--- config.mk ---
export PLATFORM = sky130hd
export DESIGN_NAME = spi_flash_responder_flat
export DESIGN_NICKNAME = d
export VERILOG_FILES = /design/src/rtl/spi_flash_responder_if.sv /design/src/rtl/spi_flash_responder.sv /design/src/flat_wrapper.sv
export SDC_FILE = /design/constraint.sdc
export NUM_CORES = 2
export LEC_CHECK = 0
export ABC_CLOCK_PERIOD_IN_PS = 5100
export CAP_MARGIN = 0
export CORE_MARGIN = 2
export CORE_UTILIZATION = 40
export CTS_CLUSTER_SIZE = 20
export DETAILED_ROUTE_END_ITERATION = 7
export SLEW_MARGIN = 25
export SYNTH_ARGS = -nofsm -noshare
export SYNTH_HDL_FRONTEND = slang
export SYNTH_SLANG_ARGS = --single-unit
--- constraint.sdc ---
create_clock -name clk -period 5.1 [get_ports clk]
set_input_delay 1.02 -clock clk [delete_from_list [all_inputs] [get_ports clk]]
set_output_delay 1.02 -clock clk [all_outputs]
set_load 0.02 [all_outputs]
--- src/rtl/spi_flash_responder_if.sv ---
// SPI flash link bundle: serial lines from the controller plus the target's status pins.
// Latency: none (wires only).
// Backpressure: none; SPI is controller-paced, the target never stalls the link.
//
// Signals:
//   sclk   controller -> target  SPI clock, idle low (mode 0)
//   cs_n   controller -> target  chip select, active low
//   mosi   controller -> target  serial data, MSB first
//   miso   target -> controller  serial data, MSB first
//   wip    target -> controller  write-in-progress status bit
//   wel    target -> controller  write-enable-latch status bit
interface spi_flash_responder_if;
  logic sclk;
  logic cs_n;
  logic mosi;
  logic miso;
  logic wip;
  logic wel;

  modport master (output sclk, cs_n, mosi, input miso, wip, wel);
  modport slave  (input sclk, cs_n, mosi, output miso, wip, wel);
endinterface

--- src/rtl/spi_flash_responder.sv ---
// Small NOR-flash emulator on a mode-0 SPI link: READ/PP/RDSR/WREN/WRDI served from an internal byte array.
// Latency: miso changes 3-4 clk after the sclk fall that shifts it; 2-flop synchronisers on all SPI inputs.
// Backpressure: none; the controller paces everything. Commands other than RDSR are ignored while wip=1.
//
// Ports:
//   clk    system clock, at least 6x the sclk frequency
//   rst_n  asynchronous active-low reset (memory array is not reset)
//   spi    slave modport: sclk/cs_n/mosi in, miso/wip/wel out
module spi_flash_responder #(
  parameter int MEM_BYTES   = 256,
  parameter int BUSY_CYCLES = 64
) (
  input  logic                         clk,
  input  logic                         rst_n,
  spi_flash_responder_if.slave         spi
);

  localparam int AW = $clog2(MEM_BYTES);
  localparam int BW = $clog2(BUSY_CYCLES + 1);

  typedef enum logic [2:0] {
    ST_IDLE,
    ST_CMD,
    ST_ADDR,
    ST_RDATA,
    ST_WDATA,
    ST_STATUS,
    ST_IGNORE
  } state_t;

  // Input synchronisers and edge detection
  logic [1:0] sclk_sync_q, cs_sync_q, mosi_sync_q;
  logic       sclk_prev_q, cs_prev_q;
  logic       sclk_s, cs_s, mosi_s;
  logic       sclk_rise, sclk_fall, cs_fall;

  assign sclk_s    = sclk_sync_q[1];
  assign cs_s      = cs_sync_q[1];
  assign mosi_s    = mosi_sync_q[1];
  assign sclk_rise = sclk_s & ~sclk_prev_q;
  assign sclk_fall = ~sclk_s & sclk_prev_q;
  assign cs_fall   = ~cs_s & cs_prev_q;

  // Protocol state
  state_t         state_q, state_d;
  logic [2:0]     bit_cnt_q, bit_cnt_d;
  logic [7:0]     sh_in_q, sh_in_d;
  logic [7:0]     sh_out_q, sh_out_d;
  logic           miso_q, miso_d;
  logic [23:0]    addr_q, addr_d;
  logic [1:0]     addr_cnt_q, addr_cnt_d;
  logic           is_wr_q, is_wr_d;
  logic           pp_wr_q, pp_wr_d;
  logic           wip_q, wip_d;
  logic           wel_q, wel_d;
  logic [BW-1:0]  busy_q, busy_d;

  logic [7:0]     mem [MEM_BYTES];
  logic [AW-1:0]  idx;
  logic [7:0]     mem_rd;
  logic [7:0]     byte_in;
  logic [7:0]     load_byte;
  logic           byte_done;
  logic           mem_we;

  assign idx       = addr_q[AW-1:0];
  assign mem_rd    = mem[idx];
  // Byte as it stands after the current rising edge's sample is shifted in.
  assign byte_in   = {sh_in_q[6:0], mosi_s};
  assign byte_done = sclk_rise && (bit_cnt_q == 3'd7);

  assign spi.miso = miso_q;
  assign spi.wip  = wip_q;
  assign spi.wel  = wel_q;

  always_comb begin
    state_d    = state_q;
    bit_cnt_d  = bit_cnt_q;
    sh_in_d    = sh_in_q;
    sh_out_d   = sh_out_q;
    miso_d     = miso_q;
    addr_d     = addr_q;
    addr_cnt_d = addr_cnt_q;
    is_wr_d    = is_wr_q;
    pp_wr_d    = pp_wr_q;
    wip_d      = wip_q;
    wel_d      = wel_q;
    busy_d     = busy_q;
    mem_we     = 1'b0;
    load_byte  = 8'h00;

    // Program-busy countdown; expiry also drops the write-enable latch.
    if (busy_q != '0) begin
      busy_d = busy_q - 1'b1;
      if (busy_q == BW'(1)) begin
        wip_d = 1'b0;
        wel_d = 1'b0;
      end
    end

    if (cs_s) begin
      // Deselect overrides any sclk edge seen in the same cycle.
      if (state_q == ST_WDATA && pp_wr_q) begin
        wip_d  = 1'b1;
        busy_d = BW'(BUSY_CYCLES);
      end
      state_d   = ST_IDLE;
      bit_cnt_d = 3'd0;
      sh_in_d   = 8'h00;
      miso_d    = 1'b0;
      pp_wr_d   = 1'b0;
    end else if (state_q == ST_IDLE) begin
      if (cs_fall) begin
        state_d   = ST_CMD;
        bit_cnt_d = 3'd0;
      end
    end else begin
      if (sclk_rise) begin
        sh_in_d   = byte_in;
        bit_cnt_d = bit_cnt_q + 3'd1;
      end

      if (byte_done) begin
        unique case (state_q)
          ST_CMD: begin
            if (wip_q && byte_in != 8'h05) begin
              state_d = ST_IGNORE;
            end else begin
              unique case (byte_in)
                8'h03: begin
                  state_d    = ST_ADDR;
                  is_wr_d    = 1'b0;
                  addr_cnt_d = 2'd0;
                end
                8'h02: begin
                  if (wel_q) begin
                    state_d    = ST_ADDR;
                    is_wr_d    = 1'b1;
                    addr_cnt_d = 2'd0;
                  end else begin
                    state_d = ST_IGNORE;
                  end
                end
                8'h05: state_d = ST_STATUS;
                8'h06: begin
                  wel_d   = 1'b1;
                  state_d = ST_IGNORE;
                end
                8'h04: begin
                  wel_d   = 1'b0;
                  state_d = ST_IGNORE;
                end
                default: state_d = ST_IGNORE;
              endcase
            end
          end
          ST_ADDR: begin
            addr_d     = {addr_q[15:0], byte_in};
            addr_cnt_d = addr_cnt_q + 2'd1;
            if (addr_cnt_q == 2'd2) begin
              state_d = is_wr_q ? ST_WDATA : ST_RDATA;
              pp_wr_d = 1'b0;
            end
          end
          ST_WDATA: begin
            mem_we  = 1'b1;
            // Page program wraps within the 256-byte page.
            addr_d  = {addr_q[23:8], addr_q[7:0] + 8'd1};
            pp_wr_d = 1'b1;
          end
          default: ;
        endcase
      end

      // The fall that follows a completed byte (bit counter back at 0) loads the next outgoing byte.
      if (sclk_fall && (state_q == ST_RDATA || state_q == ST_STATUS)) begin
        if (bit_cnt_q == 3'd0) begin
          if (state_q == ST_RDATA) begin
            load_byte = mem_rd;
            addr_d    = 24'(idx + AW'(1));
          end else begin
            load_byte = {6'b0, wel_q, wip_q};
          end
          miso_d   = load_byte[7];
          sh_out_d = {load_byte[6:0], 1'b0};
        end else begin
          miso_d   = sh_out_q[7];
          sh_out_d = {sh_out_q[6:0], 1'b0};
        end
      end
    end
  end

  always_ff @(posedge clk or negedge rst_n) begin
    if (!rst_n) begin
      sclk_sync_q <= 2'b00;
      cs_sync_q   <= 2'b11;
      mosi_sync_q <= 2'b00;
      sclk_prev_q <= 1'b0;
      cs_prev_q   <= 1'b1;
      state_q     <= ST_IDLE;
      bit_cnt_q   <= 3'd0;
      sh_in_q     <= 8'h00;
      sh_out_q    <= 8'h00;
      miso_q      <= 1'b0;
      addr_q      <= 24'h0;
      addr_cnt_q  <= 2'd0;
      is_wr_q     <= 1'b0;
      pp_wr_q     <= 1'b0;
      wip_q       <= 1'b0;
      wel_q       <= 1'b0;
      busy_q      <= '0;
    end else begin
      sclk_sync_q <= {sclk_sync_q[0], spi.sclk};
      cs_sync_q   <= {cs_sync_q[0], spi.cs_n};
      mosi_sync_q <= {mosi_sync_q[0], spi.mosi};
      sclk_prev_q <= sclk_s;
      cs_prev_q   <= cs_s;
      state_q     <= state_d;
      bit_cnt_q   <= bit_cnt_d;
      sh_in_q     <= sh_in_d;
      sh_out_q    <= sh_out_d;
      miso_q      <= miso_d;
      addr_q      <= addr_d;
      addr_cnt_q  <= addr_cnt_d;
      is_wr_q     <= is_wr_d;
      pp_wr_q     <= pp_wr_d;
      wip_q       <= wip_d;
      wel_q       <= wel_d;
      busy_q      <= busy_d;
    end
  end

  // Array is deliberately outside the reset domain so contents survive rst_n.
  always_ff @(posedge clk) begin
    if (mem_we) begin
      mem[idx] <= byte_in;
    end
  end

endmodule

--- src/flat_wrapper.sv ---
// flat-port wrapper written by rule: the top's interface ports become plain ports
module spi_flash_responder_flat 
#(
  parameter int MEM_BYTES   = 256,
  parameter int BUSY_CYCLES = 64
)
  (clk, rst_n, spi_sclk, spi_cs_n, spi_mosi, spi_miso, spi_wip, spi_wel);
  spi_flash_responder_if spi_i ();
  input  logic clk;
  input  logic rst_n;
  input wire logic [$bits(spi_i.sclk)-1:0] spi_sclk;
  input wire logic [$bits(spi_i.cs_n)-1:0] spi_cs_n;
  input wire logic [$bits(spi_i.mosi)-1:0] spi_mosi;
  output wire logic [$bits(spi_i.miso)-1:0] spi_miso;
  output wire logic [$bits(spi_i.wip)-1:0] spi_wip;
  output wire logic [$bits(spi_i.wel)-1:0] spi_wel;
  assign spi_i.sclk = spi_sclk;
  assign spi_i.cs_n = spi_cs_n;
  assign spi_i.mosi = spi_mosi;
  assign spi_miso = spi_i.miso;
  assign spi_wip = spi_i.wip;
  assign spi_wel = spi_i.wel;
  spi_flash_responder #(.MEM_BYTES(MEM_BYTES), .BUSY_CYCLES(BUSY_CYCLES)) u_core (.clk(clk), .rst_n(rst_n), .spi(spi_i));
endmodule
==> metrics.md <==
| Metric | Value |
|---|---|
| Final hold viol count | `0` |
| Clk_lat worst skew | `0.88 ns` |
| Post-CTS setup buffers | `0` |
| Hold-fix buffers at CTS | `0` |
| Final Cycle Share | `just over 80%` |
| Antenna-violating nets left | `0` |
| VDD IR max | `0.342 mV` |
| Routed WL per cell | `32.5 um` |
| Post-Synthesis Cells | `3896` |
| Largest net degree at the start of global routing | `between 150 and 200` |
| Syn-to-layout area delta | `12.7%` |
| Die width | `457 um` |
| Worst setup path class | `reg2reg` |
| Max_slew headroom | `around 25%` |
| Number of global-route vias before repair | `between 40000 and 50000` |
| Crit Path Max Fanout | `54` |
| CP max stage cell | `dfrtp_4` |
| Critical Path Max Stage Delay | `0.89 ns` |
| Crit path time final | `between 4 and 5 ns` |
| Tot GR Track Use | `21.4%` |
| Die area | `0.209 mm^2` |
| Setup TNS | `0 ns` |
| Clk_skew | `0.0579 ns` |
| # rows | `around 170` |
| Post-synth ARST share | `roughly 2.4%` |
| Placed cell area | `0.0858 mm^2` |
| Most frequent cells in the layout | `edfxtp_1, mux4_2, nor2_1` |
| Max Cap Viol | `0` |
| Post-Syn Nets | `3912` |
| CP Launch Type | `register` |
| RSZ-0062 raised after global routing | `false` |
| H-tree depth | `4` |
| # setup viols final | `0` |
| CTS-repair resized insts | `0` |
| Overflow after GRT | `0` |
| Overall power | `37.1 mW` |
| Post-synth top flop | `edfxtp_1` |
| Worst-path clk slew | `0.06 ns` |
| Initial antenna violation count | `9` |
| Post-synth EDFFs | `around 2000` |
| DR vias | `about 41000` |
| Max Clk Rate | `approximately 240 MHz` |
| Initial Util | `40.2%` |
| Pwr dens | `402 mW/mm^2` |
| Seq cells post-synth | `~2100` |
| Detailed Place HPWL | `141000 um` |
| Seq/Total Area, Yosys | `about 77%` |
| First-pass DRT Iterations | `8` |
| Routability cong. | `0.948` |
| Detailed router's first-iteration violation count | `5893` |
| Final core utilization | `45.3%` |
| Status | `complete, no violations` |
| Slew @ Worst Pin | `around 1.1 ns` |
| Core ar. | `0.204 mm^2` |
| Commonest non-fill, non-tap cell in the layout | `edfxtp_1` |
| Finished Cell Area | `0.0924 mm^2` |
| Final WL | `225000 um` |
| Layout cells sized above 1 | `between 20% and 30%` |
| Syn avg cell area | `21.0 um^2` |
| Crit. End Element | `register` |
| Vias/cell | `~6.0` |
| Pleak | `30.5 nW` |
| Crit path cell chain | `buf_12, mux4_2, mux2i_1, o32ai_1, or3_1, nor4_1, nand3_1, o221a_1` |
| # IOs | `8` |
| Synth warn | `0` |
| Hold Path Class | `in2async` |
| Num CTS Buffers | `206` |
| # DRC | `0` |
| Filler cells | `~17000` |
| Root buffer cell | `clkbuf_16` |
| Clk buf depth | `3` |
| Layout net count | `4064` |
| Clock sink total | `around 2100` |
| CTS tree | `done` |
| Buffers on Ports | `7` |
| First-pass GRT wire length | `roughly 320000 um` |
| Die H | `about 460 um` |
| Mapped Area | `0.0820 mm^2` |
| Worst path required time | `5.85 ns` |
| WP data arrival | `just under 5 ns` |
| Synth unique cells | `69` |
| Final Max Slew Viols | `0` |
-- report_power, final --
part	switching, mW	internal [mW]
Clock	6.68	8.10
Combinational	1.94	1.41
Sequential	0.165	18.8
-- kinds of logic (layout without fill, tap and decap cells) --
| kind of cell | Yosys count | count (layout) | synth area share [%] |
|---|---|---|---|
| multiplexers | 657 | 657 | 16.3 |
| other | 0 | 8 | 0 |
| adder cells (fa/ha/maj) | 11 | 11 | 0.168 |
| AND/OR/NAND/NOR | 641 | 641 | 3.34 |
| AO/OA/AOI/OAI | 249 | 249 | 2.15 |
| buffers and inverters | 233 | 554 | 1.48 |
| XOR/XNOR | 7 | 7 | 0.0748 |
| flip-flops | 2098 | 2098 | 76.5 |
-- through the flow --
stage / setup slack (ns) / instances / hold WS (ns)
6_report: 0.896 / 6913 / 0.282
5_1_grt: 0.928 / 6906 / 0.309
4_1_cts: 0.991 / 6905 / 0.243
3_5_place_dp: 1.01 / 6528 / 0.337
3_3_place_gp: 0.991 / 6528 / 0.346
2_1_floorplan: 0.00109 / 3896 / 0.331
-- layer usage --
metal  up-vias  GRT usage (%)  routed length [um]
met3       404           5.55               21500
met5         -          0.161                 138
met2      2169           32.9              104000
li1      16500              -                   -
met1     22100           29.8               90900
met4        16           7.22                7920
-- flip-flops by register name, indices dropped and copies added (netlist names) --
register            count
u_core.sh_out_q         7
u_core.mem           2048
u_core.state_q          3
u_core.pp_wr_q          1
u_core.mosi_sync_q      2
u_core.addr_cnt_q       2
u_core.spi.wel          1
u_core.is_wr_q          1
u_core.sclk_sync_q      2
u_core.cs_prev_q        1
u_core.sclk_prev_q      1
u_core.addr_q           8
u_core.spi.wip          1
u_core.sh_in_q          7
u_core.spi.miso         1
u_core.bit_cnt_q        3
u_core.cs_sync_q        2
u_core.busy_q           7
-- synth_stat cells, types with 17 or more instances --
| master | number | area [um^2] |
|---|---|---|
| edfxtp_1 | 2048 | 61500 |
| mux4_2 | 539 | 12100 |
| nor2_1 | 317 | 1190 |
| nand2_1 | 169 | 634 |
| mux2i_1 | 105 | 1050 |
| clkbuf_1 | 78 | 293 |
| buf_2 | 74 | 370 |
| nand3_1 | 63 | 315 |
| dfrtp_1 | 47 | 1180 |
| a22oi_1 | 41 | 308 |
| buf_4 | 40 | 300 |
| a21oi_1 | 39 | 195 |
| o21ai_0 | 28 | 140 |
| o22ai_1 | 26 | 163 |
| a31oi_1 | 19 | 119 |
| a32oi_1 | 17 | 149 |
| nor2b_1 | 17 | 106 |
-- worst paths after layout --
kind	startpoint	to	slack, ns	cells past startpoint
setup / recovery	u_core.addr_q[1]	u_core.sh_out_q[7]	0.90	8
hold / removal	rst_n	u_core.mosi_sync_q[0]	0.28	2
setup reg to reg	u_core.addr_q[1]	u_core.sh_out_q[7]	0.90	8
hold reg to reg	u_core.mosi_sync_q[0]	u_core.mosi_sync_q[1]	0.36	0
max in group asynchronous	rst_n	u_core.addr_q[0]	4.22	2
min in group clk	u_core.mosi_sync_q[0]	u_core.mosi_sync_q[1]	0.36	0
-- critical path, delay by kind of cell, from the launching register on --
kind / cells / cell delay, ns
AOI/OAI and AO/OA: 2 / 0.44
DFF: 1 / 0.89
buffers and inverters: 1 / 0.40
and+or+nand+nor: 3 / 1.32
muxes: 2 / 0.98
-- final cells by class --
cell class | instances | area (um^2) | area share (%)
repair buffers | 162 | 1480 | 1.60
well taps | 2688 | 3360 | 3.64
diodes | 8 | 20.0 | 0.0217
flip-flops and latches | 2098 | 62800 | 68.0
inverters | 15 | 63.8 | 0.0691
multi-input cells | 1565 | 18100 | 19.6
clock buffers | 258 | 5380 | 5.82
clock inverters | 119 | 1200 | 1.30
(Power assumes the default switching activity.)
